[config.mk]
export PLATFORM = sky130hd
export DESIGN_NAME = knight_rider_scanner
export DESIGN_NICKNAME = d
export VERILOG_FILES = /design/src/rtl/knight_rider_pkg.sv /design/src/rtl/kr_trail_mask.sv /design/src/rtl/knight_rider_scanner.sv
export SDC_FILE = /design/constraint.sdc
export NUM_CORES = 1
export LEC_CHECK = 0
export ABC_AREA = 1
export CORE_MARGIN = 4
export CORE_UTILIZATION = 50
export CTS_BUF_LIST = sky130_fd_sc_hd__clkbuf_8
export DETAILED_ROUTE_END_ITERATION = 12
export GPL_ROUTABILITY_DRIVEN = 0
export PLACE_DENSITY = 0.76
export SETUP_SLACK_MARGIN = 0.15
export SYNTH_ARGS = -nofsm -noshare
export SYNTH_HDL_FRONTEND = slang
export SYNTH_HIERARCHICAL = 1
export SYNTH_SLANG_ARGS = --single-unit
[constraint.sdc]
create_clock -name CLK -period 7.3 [get_ports CLK]
set_clock_uncertainty 0.05 [all_clocks]
set_input_delay 1.825 -clock CLK [delete_from_list [all_inputs] [get_ports CLK]]
set_output_delay 1.825 -clock CLK [all_outputs]
set_load 0.02 [all_outputs]
[src/rtl/knight_rider_pkg.sv]
// Shared types and constants for the Knight Rider flasher blocks.
package knight_rider_pkg;

  typedef enum logic [1:0] {
    StIdle,
    StUp,
    StDown,
    StDwell
  } kr_state_e;

  localparam logic DirUp   = 1'b0;
  localparam logic DirDown = 1'b1;

  localparam int unsigned KrDefaultLeds = 10;

endpackage

[src/rtl/kr_trail_mask.sv]
// Combinational head-plus-trail LED mask; trail bits that fall off either end are dropped.
module kr_trail_mask
  import knight_rider_pkg::*;
#(
  parameter int unsigned N    = KrDefaultLeds,
  parameter int unsigned TAIL = 2
) (
  input  logic [$clog2(N)-1:0] pos_i,
  input  logic                 dir_i,
  output logic [N-1:0]         mask_o
);

  int p;
  assign p = int'(pos_i);

  // Trail sits behind the head: below it when moving up, above it when moving down.
  always_comb begin
    mask_o = '0;
    for (int i = 0; i < int'(N); i++) begin
      if (i == p) begin
        mask_o[i] = 1'b1;
      end else if (dir_i == DirUp) begin
        mask_o[i] = (i < p) && ((p - i) <= int'(TAIL));
      end else begin
        mask_o[i] = (i > p) && ((i - p) <= int'(TAIL));
      end
    end
  end

endmodule

[src/rtl/knight_rider_scanner.sv]
// Bouncing-head LED scanner with optional trail and end dwell, stepped by TICK while ENABLE.
module knight_rider_scanner
  import knight_rider_pkg::*;
#(
  parameter int unsigned N           = KrDefaultLeds,
  parameter int unsigned TAIL        = 2,
  parameter int unsigned PAUSE_TICKS = 0
) (
  input  logic                 CLK,
  input  logic                 CLEAR,
  input  logic                 TICK,
  input  logic                 ENABLE,
  output logic [N-1:0]         LEDR,
  output logic [$clog2(N)-1:0] POS,
  output logic                 DIR,
  output logic                 END_HIT
);

  localparam int unsigned PW       = $clog2(N);
  localparam logic [PW-1:0] PosMax = PW'(N - 1);
  localparam logic [PW-1:0] PosOne = PW'(1);
  localparam logic [7:0] PauseCnt  = 8'(PAUSE_TICKS);
  localparam logic HasPause        = (PAUSE_TICKS != 0);

  kr_state_e     state_q, state_d;
  logic [PW-1:0] pos_q, pos_d;
  logic          dir_q, dir_d;
  logic [7:0]    cnt_q, cnt_d;
  logic [N-1:0]  led_q, led_d;
  logic          end_hit_q, end_hit_d;
  logic [N-1:0]  mask;
  logic          advance;

  assign advance = ENABLE & TICK;

  always_comb begin
    state_d = state_q;
    pos_d   = pos_q;
    dir_d   = dir_q;
    cnt_d   = cnt_q;
    unique case (state_q)
      StIdle: begin
        if (ENABLE) state_d = StUp;
      end
      StUp: begin
        if (advance) begin
          if (pos_q != PosMax) begin
            pos_d = pos_q + PosOne;
          end else if (HasPause) begin
            state_d = StDwell;
            cnt_d   = 8'd1;
          end else begin
            dir_d   = DirDown;
            pos_d   = pos_q - PosOne;
            state_d = StDown;
          end
        end
      end
      StDown: begin
        if (advance) begin
          if (pos_q != '0) begin
            pos_d = pos_q - PosOne;
          end else if (HasPause) begin
            state_d = StDwell;
            cnt_d   = 8'd1;
          end else begin
            dir_d   = DirUp;
            pos_d   = pos_q + PosOne;
            state_d = StUp;
          end
        end
      end
      StDwell: begin
        if (advance) begin
          if (cnt_q == PauseCnt) begin
            cnt_d = 8'd0;
            dir_d = ~dir_q;
            // dir_q still holds the pre-reversal direction, i.e. which end we sit at.
            if (dir_q == DirUp) begin
              pos_d   = pos_q - PosOne;
              state_d = StDown;
            end else begin
              pos_d   = pos_q + PosOne;
              state_d = StUp;
            end
          end else begin
            cnt_d = cnt_q + 8'd1;
          end
        end
      end
      default: state_d = StIdle;
    endcase

    end_hit_d = advance && (pos_d != pos_q) && ((pos_d == '0) || (pos_d == PosMax));
    led_d     = (ENABLE && (state_d != StIdle)) ? mask : '0;
  end

  kr_trail_mask #(
    .N    (N),
    .TAIL (TAIL)
  ) u_trail_mask (
    .pos_i  (pos_d),
    .dir_i  (dir_d),
    .mask_o (mask)
  );

  always_ff @(posedge CLK or posedge CLEAR) begin
    if (CLEAR) begin
      state_q   <= StIdle;
      pos_q     <= '0;
      dir_q     <= DirUp;
      cnt_q     <= 8'd0;
      led_q     <= '0;
      end_hit_q <= 1'b0;
    end else begin
      state_q   <= state_d;
      pos_q     <= pos_d;
      dir_q     <= dir_d;
      cnt_q     <= cnt_d;
      led_q     <= led_d;
      end_hit_q <= end_hit_d;
    end
  end

  assign LEDR    = led_q;
  assign POS     = pos_q;
  assign DIR     = dir_q;
  assign END_HIT = end_hit_q;

endmodule
# [After elaboration in Yosys (flattened, before gate mapping)]
# Index checks and enable logic that the tools add are counted.
# W data, S select, Z words.
[word_totals] mem_count=0 latchBits=0 output_inout_bits=16 in_bits=4 mem_bits_rw=0 mem_bits_ro=0 reg_bits=26 wordCells=162
[op_classes] addsub=22 mul=0 n_eq_ne=15 div=0 n_reduce_logical=31 muxes=46 n_bitwise=2 shifts=0 magnitude_cmp=40
[op_table] op="$le A32 B3 Y1 const B" count=19
[op_table] op="$logic_not A32 Y1" count=1
[op_table] op="$mux W4" count=7
[op_table] op="$mux W1" count=26
[op_table] op="$eq A4 B4 Y1 const A" count=6
[op_table] op="$logic_and A1 B1 Y1" count=23
[op_table] op="$sub A3 B4 Y5 const A" count=4
[op_table] op="$sub A4 B3 Y5 const B" count=4
[op_table] op="$gt A3 B4 Y1 const A" count=4
[op_table] op="$lt A3 B4 Y1 const A" count=4
[op_table] op="$mux W2" count=8
[op_table] op="$pmux W4 S3" count=1
[op_table] op="$mux W10" count=1
[op_table] op="$sub A1 B4 Y5 const A" count=2
[op_table] op="$sub A2 B4 Y5 const A" count=2
[op_table] op="$sub A4 B2 Y5 const B" count=2
[op_table] op="$sub A4 B4 Y5 const A" count=2
[op_table] op="$sub A4 B4 Y5 const B" count=2
[op_table] op="$add A8 B1 Y8 const B" count=1
[op_table] op="$eq A3 B4 Y1 const A" count=2
[op_table] op="$gt A1 B4 Y1 const A" count=2
[op_table] op="$gt A2 B4 Y1 const A" count=2
[op_table] op="$gt A4 B4 Y1 const A" count=2
[op_table] op="$logic_not A8 Y1" count=1
[op_table] op="other kinds (24)" count=28

# [Logic depth before layout (Yosys ltp)]
# Gate-level depths: netlist of the first run.
[depth] word_depth=11 mapped_depth=22 depth_no_buf=22

# [By module]
# Netlist of the first run, hierarchy kept.
[modules_own_cells] module="knight_rider_scanner" area_each_um2=1574.0 instances=1 seq_area_each_um2=650.6 cells_each=207
[modules_own_cells] module="kr_trail_mask" area_each_um2=1134.8 instances=1 seq_area_each_um2=0.0 cells_each=203

# [Worst setup path before layout of the first run]
# OpenSTA, ideal clock, no wires.
[synth_path] path_kind="input-to-reg" from="in ENABLE" to="reg led_q[1] (netlist: LEDR[1])" n_path_buf=3 required_time_ns=7.136 stages=21 arrival_time_ns=3.848 setup_time_ns=0.114 path_slack_ns=3.288 path_cell_list="nand2_4 > inv_2 > buf_6 > nand2_1 > nor2_1 > nor2_1 > nor2_1 > nand2_1 > nand2_1 > inv_1 > buf_4 > inv_2 > buf_4 > ha_1 > inv_2 > nor3_1 > nor2_1 > a21oi_1 > nand2_1 > nand2_1 > inv_1"
[synth_via] elab_chain_len=9 word_cells_on_any_way=28 cone_classes="add/sub (2); order compare (4); eq/ne (1); mux (16); bitwise (1); reduce/logical (4)"
[synth_rtl] item="start, declared" line_no="knight_rider_scanner.sv:12" text="input logic ENABLE,"
[synth_rtl] item="$and A1 B1 Y1 *" line_no="knight_rider_scanner.sv:34" text="assign advance = ENABLE & TICK;"
[synth_rtl] item="$mux W4, on equally long branches" line_no="knight_rider_scanner.sv:74, knight_rider_scanner.sv:60, knight_rider_scanner.sv:46"
[synth_rtl] item="$pmux W4 S3 *" line_no="knight_rider_scanner.sv:41" text="unique case (state_q)"
[synth_rtl] item="via pos_d[3]" line_no="knight_rider_scanner.sv:26" text="logic [PW-1:0] pos_q, pos_d;"
[synth_rtl] item="$sub A4 B1 Y5 / $sub A1 B4 Y5 (equally long branches)" line_no="kr_trail_mask.sv:23, kr_trail_mask.sv:25"
[synth_rtl] item="$le A32 B3 Y1, on equally long branches" line_no="kr_trail_mask.sv:23, kr_trail_mask.sv:25"
[synth_rtl] item="$logic_and A1 B1 Y1, on equally long branches" line_no="kr_trail_mask.sv:23, kr_trail_mask.sv:25"
[synth_rtl] item="$mux W1" line_no="kr_trail_mask.sv:22" text="end else if (dir_i == DirUp) begin"
[synth_rtl] item="$mux W1 *" line_no="kr_trail_mask.sv:20" text="if (i == p) begin"
[synth_rtl] item="via mask[1]" line_no="knight_rider_scanner.sv:31" text="logic [N-1:0] mask;"
[synth_rtl] item="$mux W10 *" line_no="knight_rider_scanner.sv:95" text="led_d = (ENABLE && (state_d != StIdle)) ? mask : '0;"
[synth_rtl] item="via led_d[1]" line_no="knight_rider_scanner.sv:29" text="logic [N-1:0] led_q, led_d;"
[synth_rtl] item="end signal, assigned" line_no="knight_rider_scanner.sv:120" text="led_q <= led_d;"
[synth_rtl] item="end, declared" line_no="knight_rider_scanner.sv:29"
# The timed path passes the listed nets; every way through them passes the cells marked *.
# A chain may end at the register's enable or synchronous reset.

# [Worst setup path in the final report of the first run]
[layout_path] from="in ENABLE" to="reg led_q[2] (netlist: LEDR[2])"
[layout_via] elab_chain_len=9 word_cells_on_any_way=28 cone_classes="add/sub (2); order compare (4); eq/ne (1); mux (16); bitwise (1); reduce/logical (4)"
[layout_rtl] item="$and A1 B1 Y1 *" line_no="knight_rider_scanner.sv:34"
[layout_rtl] item="$mux W4, on equally long branches" line_no="knight_rider_scanner.sv:74, knight_rider_scanner.sv:60, knight_rider_scanner.sv:46"
[layout_rtl] item="$pmux W4 S3 *" line_no="knight_rider_scanner.sv:41"
[layout_rtl] item="via pos_d[3]" line_no="knight_rider_scanner.sv:26"
[layout_rtl] item="$sub A4 B2 Y5 / $sub A2 B4 Y5 (equally long branches)" line_no="kr_trail_mask.sv:23, kr_trail_mask.sv:25"
[layout_rtl] item="$le A32 B3 Y1, on equally long branches" line_no="kr_trail_mask.sv:23, kr_trail_mask.sv:25"
[layout_rtl] item="$logic_and A1 B1 Y1, on equally long branches" line_no="kr_trail_mask.sv:23, kr_trail_mask.sv:25"
[layout_rtl] item="$mux W1" line_no="kr_trail_mask.sv:22"
[layout_rtl] item="$mux W1 *" line_no="kr_trail_mask.sv:20"
[layout_rtl] item="via mask[2]" line_no="knight_rider_scanner.sv:31"
[layout_rtl] item="$mux W10 *" line_no="knight_rider_scanner.sv:95"
[layout_rtl] item="via led_d[2]" line_no="knight_rider_scanner.sv:29"
# Marked as above.

==> results of run 1 <==
synth_stat cells (4+ instances only):
master / instances / share of area, %
nand2_1: 120 / 17
nor2_1: 48 / 6.7
inv_1: 43 / 6.0
nand3_1: 41 / 7.6
dfrtp_1: 26 / 24
ha_1: 26 / 12
o21ai_0: 15 / 2.8
a21oi_1: 14 / 2.6
inv_2: 10 / 1.4
buf_6: 6 / 2.5
nand2_2: 5 / 1.2
nand4_1: 5 / 1.2
nand3_2: 4 / 1.5
nor3_1: 4 / 0.74
o211ai_1: 4 / 1.1
o21ai_1: 4 / 0.74
final timing paths:
path / endpoint / slack [ns] / cells past startpoint
min: cnt_q[7] / 0.42 / 1
max in group asynchronous: POS[2] / 4.53 / 2
min reg2reg: cnt_q[7] / 0.42 / 1
min in group asynchronous: cnt_q[7] / 2.05 / 2
max: LEDR[2] / 2.19 / 21
max reg2reg: LEDR[2] / 3.92 / 19
critical path, stage by stage:
cell and delay [ns]:
clkdlybuf4s50_1 0.82, nand2_4 0.17, inv_2 0.20, nand3_1 0.09, nand2_1 0.10, nor2_1 0.05
nand2_1 0.05, nand2_1 0.05, nor2_1 0.07, nand2_1 0.07, nand2_1 0.08, inv_1 0.22
inv_2 0.38, ha_1 0.36, inv_2 0.13, o21ai_0 0.16, nand2_1 0.11, a21boi_2 0.12
nand2_1 0.06, nand2_1 0.05, inv_1 0.04
per-stage QoR:
stage | setup WS, ns | hold slack [ns] | utilization, %
global route | 1.682 | 0.4506 | 57.18
detailed placement | 1.920 | 0.4156 | 55.81
finish | 2.188 | 0.4246 | 57.18
CTS | 2.239 | 0.4297 | 57.18
floorplan | 3.288 | 0.3955 | -
global placement | 2.001 | 0.4125 | 55.81
routing by layer:
metal	track usage, %	up-vias
li1	-	1337
met5	0	-
met2	34.85	121
met1	29.44	1227
met4	7.143	0
met3	1.316	23
final cells by class:
class	count	area (sq um)
Fill cell	493	2215
Multi-Input combinational cell	320	1753
Sequential cell	26	650.6
Inverter	54	205.2
Timing Repair Buffer	19	190.2
Tap cell	70	87.58
Clock buffer	3	41.29
Clock inverter	1	30.03
registers in the layout (all words and copies together), names as in the netlist:
signal,count
state_q,2
cnt_q,8
END_HIT,1
LEDR,10
POS,4
DIR,1
logic make-up (layout without fill, tap and decap cells):
family | Yosys count | count (layout) | synth area share, %
compound gates | 47 | 47 | 10.30
simple gates | 241 | 241 | 40.46
buf+inv | 64 | 77 | 11.27
flops | 26 | 26 | 24.02
xor+xnor | 6 | 6 | 1.940
fa+ha+maj | 26 | 26 | 12.01
placed cells by master (no fill, tap or decap), types with 2 or more instances in the layout:
master | Yosys | final
clkbuf_8 | 1 | 3
xor2_1 | 3 | 3
ha_1 | 26 | 26
clkdlybuf4s50_1 | 0 | 19
o211ai_1 | 4 | 4
nand3b_1 | 2 | 2
o21ai_0 | 15 | 15
inv_1 | 43 | 43
nand2_1 | 120 | 120
xnor2_1 | 3 | 3
dfrtp_1 | 26 | 26
a21oi_2 | 3 | 3
o21bai_1 | 2 | 2
inv_2 | 10 | 10
o21ai_1 | 4 | 4
o31ai_1 | 2 | 2
nand3_1 | 41 | 41
nor2_1 | 48 | 48
nand3_2 | 4 | 4
nand2_2 | 5 | 5
nand4_1 | 5 | 5
nor2_4 | 3 | 3
nand2_4 | 2 | 2
nor2_2 | 3 | 3
a21oi_1 | 14 | 14
nor3_1 | 4 | 4
==> out/results.ini, run 1 <==
[synth]
synth_warnings = 6
yosysSeqAreaShare_pct = 24.02
syn_area_per_cell_sq_um = 6.607
synth-edff-count = 0
synth_area_sq_um = 2709
netlist-cell-type-count = 36
synth-seq-cells = 26
synth_flop_cell = dfrtp_1
syn-num-nets = 440
async_flop_share_pct = 100.0
syn_inst = 410

[drt]
topRoutingLayerUsed = met4
wl_per_cell_microns = 13.37
wl_microns = 6590
num_vias = 2708
vias_per_cell = 5.493
drt_pass1_iterations = 5
ant_nets = 0
met2_length_microns = 2918
drtIter0Drc = 249
dr_wl_met3_microns = 428
drt-met1-wl_microns = 3072
drc = 0

[cells_and_area]
drive_gt1_share_pct = 9.220
area_delta_synth_final_pct = 9.192
stdcell_count = 493
fin_area_sq_um = 2958
diodes = 0
fin_nets = 454

[timing]
rsz0062_at_grt = false
slew-limit-headroom_pct = 28.43
fin_crit_sh_pct = 70.03
setup_tns_ns = 0
worst_slew_pin_slew_ns = 1.069
min_period_ns = 5.112
clock.fmax_mhz = 195.6
setup_viol_count_final = 0
maxSlewViolCount = 0
hold_violations = 0

[cts]
post_cts_buffers = 0
cts_buffers = 3
cts_root_buffer = clkbuf_8
cts_resized = 0
clock-sinks = 26
h-tree-depth = 1
cts_max_path_buffers = 2
clk_pin_slew_worst_paths_ns = 0.09
cts_hold_buf = 0
clock_latency_ns = 0.28
cts_tree = yes

[critical_path]
cp.arrival_ns = 5.24
endpoint_kind = register
critPathKind = in2reg
cp.required_ns = 7.43
path_max_fanout = 20
worstSetupStartpointType = primary input
timing.rr.start = POS[0]
critPathLaunch = ENABLE

[place]
place_area_sq_um = 2887
hpwl_microns = 4779
dp_cells = 489
portBuffers = 19

[floorplanning]
dieArea_sq_um = 6659
die_w_microns = 81.61
initial_core_util_pct = 52.37
rows = 26
ios = 20
fp.coreArea_sq_um = 5172
die_y_microns = 81.61

[run]
drv_cap = 0

[global_routing]
grt_first_pass_wirelength_microns = 11430
antenna_found_initial = 0
first_global_vias = 2600
track_usage_pct = 21.16
grt_start_max_net_pins = 27
gr-total-overflow = 0

[outcome]
status = finished, final reports clean

[worst_hold_path]
hold_path.class = reg2reg
hp-start = cnt_q[7]

Power of run 1 is left out: the tool's default activity adds up to more than one toggle a clock period on the data nets, which glitch-free logic cannot reach.
==> run 2: changes to the inputs <==
--- a/config.mk
+++ b/config.mk
@@ -11,7 +11,7 @@
 export CTS_BUF_LIST = sky130_fd_sc_hd__clkbuf_8
 export DETAILED_ROUTE_END_ITERATION = 12
 export GPL_ROUTABILITY_DRIVEN = 0
-export PLACE_DENSITY = 0.76
+export PLACE_DENSITY = 0.78
 export SETUP_SLACK_MARGIN = 0.15
 export SYNTH_ARGS = -nofsm -noshare
 export SYNTH_HDL_FRONTEND = slang
==> constraint.sdc (replaced) <==
create_clock -name CLK -period 4.7 [get_ports CLK]
set_clock_uncertainty 0.05 [all_clocks]
set_input_delay 1.175 -clock CLK [delete_from_list [all_inputs] [get_ports CLK]]
set_output_delay 1.175 -clock CLK [all_outputs]
set_load 0.02 [all_outputs]
==> out/results.ini, run 2 (same netlist as run 1, synthesis figures left out) <==
[outcome]
status = finished, final reports clean

[timing]
maxSlewViolCount = 0  ; unchanged
min_period_ns = 3.793
fin_crit_sh_pct = 80.70
rsz0062_at_grt = false
clock.fmax_mhz = 263.7
slew-limit-headroom_pct = 33.20  ; +4.8 points
worst_slew_pin_slew_ns = 1.001  ; -0.06809 ns
setup_viol_count_final = 0  ; unchanged
whs_ns = 0.4321  ; +0.007526 ns
setup_tns_ns = 0  ; unchanged
hold_violations = 0  ; unchanged
fin_ws_ns = 0.9072  ; -1.281 ns

[cts]
cts_hold_buf = 0  ; unchanged
cts_root_buffer = clkbuf_8
clock_latency_ns = 0.28  ; about the same
clk_pin_slew_worst_paths_ns = 0.09  ; about the same
cts_max_path_buffers = 2  ; unchanged
post_cts_buffers = 0  ; unchanged
h-tree-depth = 1  ; unchanged
cts_resized = 0  ; unchanged
cts_tree = yes
clock-sinks = 26  ; unchanged
cts_buffers = 3  ; unchanged

[floorplanning]
die_w_microns = 81.61  ; unchanged
dieArea_sq_um = 6659  ; unchanged
fp.coreArea_sq_um = 5172  ; unchanged
die_y_microns = 81.61  ; unchanged
initial_core_util_pct = 52.37  ; unchanged
rows = 26  ; unchanged
ios = 20  ; unchanged

[place]
portBuffers = 19  ; unchanged
pre_cts_ws_ns = 0.6565  ; -1.264 ns
hpwl_microns = 4786  ; +0.15%
dp_cells = 495  ; +1.2%

[cells_and_area]
area_delta_synth_final_pct = 10.85
multiInputGateArea_sq_um = 1753  ; unchanged
final_common_cell = nand2_1
diodes = 0  ; unchanged
final_cell_mix = nand2_1, nor2_1, inv_1
largest_reg_flops = 10  ; unchanged
register_area_sq_um = 650.6  ; unchanged
fin_nets = 460  ; +1.3%
stdcell_count = 499  ; +1.2%
fillCellCount = 491  ; -0.41%
drive_gt1_share_pct = 10.49  ; +1.3 points

[critical_path]
cp.required_ns = 4.83  ; -2.60 ns
worstSetupStartpointType = primary input
path_max_fanout = 20  ; unchanged
endpoint_kind = register
critPathKind = in2reg
cp.arrival_ns = 3.92  ; -1.32 ns

[drt]
num_vias = 2670  ; -1.4%
vias_per_cell = 5.351  ; -2.6%
topRoutingLayerUsed = met4
dr_wl_met3_microns = 412  ; -3.7%
wl_microns = 6427  ; -2.5%
drc = 0  ; unchanged
wl_per_cell_microns = 12.88  ; -3.6%
met2_length_microns = 3007  ; +3.1%
drt-met1-wl_microns = 2920  ; -4.9%
drt_pass1_iterations = 5  ; unchanged
ant_nets = 0  ; unchanged
drtIter0Drc = 229  ; -8.0%

[global_routing]
track_usage_pct = 20.86  ; -0.30 points
antenna_found_initial = 0  ; unchanged
grt_start_max_net_pins = 27  ; unchanged
grt_first_pass_wirelength_microns = 11160  ; -2.3%
first_global_vias = 2471  ; -5.0%
gr-total-overflow = 0  ; unchanged

[run]
drv_cap = 0  ; unchanged

[worst_hold_path]
hold_path.class = reg2reg

## run 2: changes by cell type in the layout (fill, tap and decap cells not counted), sizes merged
cell	previous run	this run
buf	0	6
## run 2: final cells by class
class	instances	share of cell area [%]
Multi-Input combinational cell	320	58.37
Sequential cell	26	21.67
Timing Repair Buffer	25	7.833
Inverter	54	6.833
Tap cell	70	2.917
Clock buffer	3	1.375
Clock inverter	1	1.000
## run 2: layer usage
| layer | up-vias | global-route usage (%) |
|---|---|---|
| li1 | 1347 | - |
| met1 | 1201 | 28.63 |
| met2 | 114 | 34.93 |
| met3 | 8 | 1.974 |
| met4 | 0 | 5.814 |
| met5 | - | 0 |
## run 2: path summary, 6_finish.rpt
| check | startpoint | end | slack (ns) | cells after the start |
|---|---|---|---|---|
| setup / recovery | ENABLE | LEDR[1] | 0.91 | 21 |
| hold / removal | cnt_q[7] | cnt_q[7] | 0.43 | 1 |
| max in group asynchronous | CLEAR | LEDR[3] | 2.62 | 2 |
| setup reg to reg | POS[0] | LEDR[1] | 1.63 | 19 |
| hold reg to reg | cnt_q[7] | cnt_q[7] | 0.43 | 1 |
| min in group asynchronous | CLEAR | cnt_q[6] | 1.38 | 2 |
## run 2: stage by stage
step | utilization [%] | cell area [sq um]
final | 58.06 | 3003
after global routing | 58.06 | 3003
after global placement | 56.68 | 2932
after CTS | 58.06 | 3003
after floorplan | - | 2709
after detailed placement | 56.68 | 2932
## run 2: critical path: stages
cell and delay, ns:
clkdlybuf4s50_1 0.53, nand2_4 0.11, inv_2 0.17, nand3_1 0.09, nand2_1 0.10, nor2_1 0.05
nand2_1 0.05, nand2_1 0.04, nor2_1 0.07, nand2_1 0.06, nand2_1 0.08, inv_1 0.07
inv_2 0.28, ha_1 0.38, inv_2 0.13, nor3_1 0.20, nor2_1 0.05, a21oi_1 0.11
nand2_1 0.06, nand2_1 0.06, inv_1 0.03
Power of run 2 is left out for the same reason.
